File: src/rtl/branch_resolve.sv
// Branch condition evaluation against stored or same-cycle flags, with a
// registered one-cycle redirect to fetch and saturating branch statistics.
module branch_resolve #(
  parameter int unsigned CNT_W = 16
) (
  input  logic             clk,
  input  logic             rst,
  input  logic             br_valid,
  input  logic             br_is_reg,
  input  logic [2:0]       cond,
  input  logic [8:0]       imm9,
  input  logic [15:0]      pc_next,
  input  logic [15:0]      rs_data,
  input  logic             Z,
  input  logic             V,
  input  logic             N,
  input  logic             Z_en,
  input  logic             Z_set,
  input  logic             V_en,
  input  logic             V_set,
  input  logic             N_en,
  input  logic             N_set,
  output logic             redirect,
  output logic [15:0]      target_pc,
  output logic [CNT_W-1:0] br_count,
  output logic [CNT_W-1:0] taken_count
);

  typedef enum logic {
    RESOLVE  = 1'b0,
    REDIRECT = 1'b1
  } state_t;

  state_t      state;
  logic        zf;
  logic        vf;
  logic        nf;
  logic        cond_true;
  logic        accept;
  logic        take;
  logic [15:0] offset;
  logic [15:0] next_target;

  assign zf = Z_en ? Z_set : Z;
  assign vf = V_en ? V_set : V;
  assign nf = N_en ? N_set : N;

  always_comb begin
    cond_true = 1'b0;
    case (cond)
      3'b000:  cond_true = ~zf;
      3'b001:  cond_true = zf;
      3'b010:  cond_true = ~zf & ~nf;
      3'b011:  cond_true = nf;
      3'b100:  cond_true = zf | (~zf & ~nf);
      3'b101:  cond_true = nf | zf;
      3'b110:  cond_true = vf;
      3'b111:  cond_true = 1'b1;
      default: cond_true = 1'b0;
    endcase
  end

  // Word offset: sign-extend the 9-bit immediate and scale by 2 bytes.
  assign offset      = {{6{imm9[8]}}, imm9, 1'b0};
  assign next_target = br_is_reg ? rs_data : (pc_next + offset);

  // The slot after a redirect is wrong-path, so only RESOLVE accepts branches.
  assign accept = br_valid && (state == RESOLVE);
  assign take   = accept && cond_true;

  always_ff @(posedge clk) begin
    if (rst) begin
      state       <= RESOLVE;
      redirect    <= 1'b0;
      target_pc   <= '0;
      br_count    <= '0;
      taken_count <= '0;
    end else begin
      state    <= take ? REDIRECT : RESOLVE;
      redirect <= take;
      if (take) begin
        target_pc <= next_target;
      end
      if (accept && (br_count != '1)) begin
        br_count <= br_count + CNT_W'(1);
      end
      if (take && (taken_count != '1)) begin
        taken_count <= taken_count + CNT_W'(1);
      end
    end
  end

endmodule

File: config.mk
export PLATFORM = sky130hd
export DESIGN_NAME = branch_resolve
export DESIGN_NICKNAME = d
export VERILOG_FILES = /design/src/rtl/branch_resolve.sv
export SDC_FILE = /design/constraint.sdc
export NUM_CORES = 1
export LEC_CHECK = 0
export BUFFER_PORTS_ARGS = -buffer_cell sky130_fd_sc_hd__buf_2
export CORE_AREA = 2 2 95 97
export CTS_CLUSTER_SIZE = 24
export DETAILED_ROUTE_END_ITERATION = 10
export DIE_AREA = 0 0 97 99
export MAX_ROUTING_LAYER = met4
export PLACE_DENSITY = 0.61
export SLEW_MARGIN = 15
export SYNTH_ARGS = -nofsm -noshare
export SYNTH_HDL_FRONTEND = slang
export SYNTH_SLANG_ARGS = --single-unit
export TNS_END_PERCENT = 5
File: constraint.sdc
create_clock -name clk -period 3.15 [get_ports clk]
set_clock_uncertainty 0.1 [all_clocks]
set_input_delay 0.7875 -clock clk [delete_from_list [all_inputs] [get_ports clk]]
set_output_delay 0.7875 -clock clk [all_outputs]
set_load 0.1 [all_outputs]
After elaboration in Yosys (flattened, before gate mapping). Index checks and enable logic that the tools add are counted.

Add/subtract/negate cells: 3. Equality and inequality tests: 9. Muxes and demuxes: 6. Bitwise operators: 6. Reductions and logical operators: 5.

Operators with widths (number): $add A16 B1 Y16 const B (2); $ne A16 B16 Y1 const B (2); $add A16 B16 Y16 (1); $mux W16 (1); $eq A3 B3 Y1 const B (4); $pmux W1 S8 (1); $eq A3 B2 Y1 const B (2); $logic_and A1 B1 Y1 (4); $mux W1 (4); $eq A3 B1 Y1 const B (1); $logic_not A3 Y1 (1); $not A1 Y1 (3); $or A1 B1 Y1 (2); $and A1 B1 Y1 (1).

Register bits: 50. Output and inout port bits: 49. Logic and storage cells: 34.

Longest topological paths before layout.
Depth after elaboration: 7. Gate-level depth with buffers: 9. Depth with buffers taken out: 9.

Worst setup path before layout. No wires, ideal clock.

Kind: register -> register. Start point: register taken_count[4]. End point: register taken_count[15]. Library setup time: 0.121 ns. Data arrival time: 2.523 ns. Required time: 2.929 ns. Slack: 0.406 ns. Cell stages (with the launch flop): 7. Cells stage by stage: dfxtp_1 nand4_1 nor3_1 and2_1 nand3_1 nor4b_1 mux2_2.

Longest elaborated chain between the ends: 2. Elaborated cells between the ends (all ways): 3.

Ends and longest elaborated chain: start: declaration (line 26) `output logic [CNT_W-1:0] taken_count`; start signal: assignment (line 88) `taken_count <= taken_count + CNT_W'(1);`; parallel branches: the longest is 2 deep, another holds $add A16 B1 Y16.

Parallel ways; which one is timed is not known. A chain may end at the register's enable or synchronous reset.

Final worst setup path.
Start point: input N_en. End point: register taken_count[4].

Longest elaborated chain between the ends: 7. Elaborated cells between the ends (all ways): 8.

Ends and longest elaborated chain: start: declaration (line 21) `input logic N_en,`; $mux W1 (*) (line 46) `assign nf = N_en ? N_set : N;`; $not A1 Y1 (line 53, 55); $and A1 B1 Y1 (line 53, 55); $or A1 B1 Y1 (line 55) `3'b100: cond_true = zf | (~zf & ~nf);`; $pmux W1 S8 (*) (line 50) `case (cond)`; $logic_and A1 B1 Y1 (*) (line 69) `assign take = accept && cond_true;`; $logic_and A1 B1 Y1 (*) (line 87) `if (take && (taken_count != '1)) begin`.

Every way passes the cells marked *; elsewhere a longest branch is shown, timed or not.

==> results.yml <==
run_status:
  status: "finished, final reports clean"
cts:
  cts_setup_buffers: 0
  numCtsBuffers: 5
  clk_pin_slew_ns: 0.09
  insertion_delay_ns: 0.30
  cts_htree_levels: 2
  clockBufferDepth: 2
  cts_root_buf: "clkbuf_8"
  cts_sinks: 49
  cts_hold_buf: 0
  cts_resized: 0
  cts_tree: "done"
placed_design:
  io_buffers: 105
  pre_cts_ws_ns: 0.09889
  hpwlAfterDp_mm: 6.150
  gp_congestion: 0.9155
logic_synthesis:
  synth_warnings: 0
  synthCells: 378
  synth_edf_count: 0
  synth-async-reset-ratio_pct: 0
  synth_fp_nets: 452
  netlist-cell-type-count: 56
  syn_area_per_cell_um2: 8.159
  ys_seq_area_share_pct: 31.81
  ys.flop_type: "dfxtp_1"
  syn_area_mm2: 0.003084
  ys_ff_latch: 49
sta:
  relSlewSlack_pct: 58.29
  max_freq_mhz: 364.6
  setup_slack_ns: 0.4070
  rsz0062_at_grt: "no"
  final_max_slew_viol_count: 0
  setup_viol: 0
  finalCriticalPeriod_ns: 2.743
  setup_tns_ns: 0
  worst_slew_pin_slew_ns: 0.6256
  period_share_pct: 87.08
  finalHoldViolCount: 0
job:
  maxCapViolCount: 0
global_route:
  grt_overflow: 0
  grt_pass1_vias: 2876
  grt_first_pass_wirelength_mm: 13.12
  grt_max_degree: 34
  antenna_found_initial: 0
  grt_usage_pct: 16.76
worst_setup_path:
  crit_path_start_kind: "input port"
  path_class: "input port to flop"
  crit_arrival_ns: 2.87
  critPathCaptureType: "flop"
  worstPathRequired_ns: 3.28
  cp_max_fo: 17
pwr:
  power_frac_seq_pct: 42.1
  p_leak_nw: 1.683
  switching_share_pct: 38.53
  combPwrFrac_pct: 33.9
  cellPowerDensity_mw_per_mm2: 416.7
  power.switching_mw: 0.6103
  cellInternalPower_mw: 0.9737
  ir_drop_mv: 0.1585
  clock_power_share_pct: 24.1
routing:
  drt_iter0_drc: 127
  first_pass_iters: 4
  routed_wl_mm: 8.005
  drc: 0
  antenna_left: 0
  via_per_inst: 5.337
  wl_per_cell_um: 13.64
  vias: 3133
floorplanning:
  ios: 106
  fp.dieH_um: 99
  coreArea_mm2: 0.008551
  fp.dieArea_mm2: 0.009603
  start_util_pct: 36.07
  fp.dieW_um: 97
  num_rows: 34
finish:
  layout_commonest_cell: "buf_2"
  drive_gt1_share_pct: 26.93
  antenna_cells: 0
  nNetsFinal: 553
  syn2layout_area_growth_pct: 23.25
  final_cell_mix: "buf_2, dfxtp_1, nor2_1"
  nFillCells: 858
hold_path:
  min_path_type: "flop to flop"
power by group through the flow:
stage / logic [mW] / clock network (mW) / registers (mW)
global placement: 0.532 / 0 / 0.681
detailed placement: 0.538 / 0 / 0.681
floorplan: 0.216 / 0 / 0.880
finish: 0.537 / 0.381 / 0.666
global route: 0.580 / 0.419 / 0.671
CTS: 0.539 / 0.393 / 0.666
layout make-up:
cell class                 count  area [um^2]  area share (%)
tap                          108        135.1           3.555
clock buffer                   7        86.33           2.271
sequential                    49        980.9           25.81
multi-input combinational    301         1983           52.17
timing repair buffer         112        578.1           15.21
inverter                      10        37.54          0.9875
metrics by stage:
| stage | hold slack, ns | instance area (um^2) | std cells | util [%] | total power, mW |
|---|---|---|---|---|---|
| final | 0.3997 | 3801 | 587 | 44.45 | 1.584 |
| after global routing | 0.4290 | 3801 | 587 | 44.45 | 1.669 |
| after CTS | 0.4039 | 3801 | 587 | 44.45 | 1.599 |
| after detailed placement | 0.3909 | 3715 | 580 | 43.44 | 1.219 |
| after global placement | 0.3761 | 3715 | 580 | 43.44 | 1.213 |
| after floorplan | 0.8214 | 3084 | 378 | - | 1.096 |
logic make-up after synthesis:
family	Yosys count	synth area share, %
multiplexers	15	5.152
AND/OR/NAND/NOR	161	26.90
flip-flops	49	31.81
buffers and inverters	28	3.894
XOR/XNOR	23	6.531
AO/OA/AOI/OAI	85	18.58
adder cells (fa/ha/maj)	17	7.140
critical path: stages:
cell and delay, ns:
buf_2 0.09, mux2i_2 0.30, mux2_2 0.39, a21boi_2 0.17, o21ai_2 0.21, buf_4 0.23, or4_1 0.51, a21oi_1 0.18
layer usage:
| metal | GRT usage (%) | part of all wire, % | wire, um |
|---|---|---|---|
| met2 | 27.08 | 46 | 3702 |
| met1 | 21.49 | 47 | 3759 |
| met4 | 5.525 | 1.8 | 147 |
| met3 | 2.695 | 4.9 | 396 |
| met5 | - | 0 | 0 |
final timing paths:
kind | start | end | slack [ns] | depth (start not counted)
worst min register to register | target_pc[4] | target_pc[4] | 0.40 | 2
worst max register to register | taken_count[4] | taken_count[15] | 0.88 | 6
worst max-delay path | N_en | taken_count[4] | 0.41 | 8
worst min-delay path | target_pc[4] | target_pc[4] | 0.40 | 2
synthesized netlist by cell type (10+ instances only):
cell | instances | area share, %
nand3_1 | 18 | 2.9
ha_1 | 16 | 6.5
o31ai_1 | 10 | 2.4
xor2_1 | 17 | 4.8
dfxtp_1 | 49 | 32
nand4_1 | 13 | 2.6
o21ai_0 | 11 | 1.8
a21oi_1 | 25 | 4.1
nor2_1 | 48 | 5.8
clkbuf_1 | 10 | 1.2
mux2i_1 | 10 | 3.2
or4_1 | 11 | 2.7
nand2_1 | 26 | 3.2
registers in the layout (all words and copies together), names as in the netlist:
| name | cells |
|---|---|
| br_count | 16 |
| redirect | 1 |
| taken_count | 16 |
| target_pc | 16 |
Power figures use the tool's default switching activity.
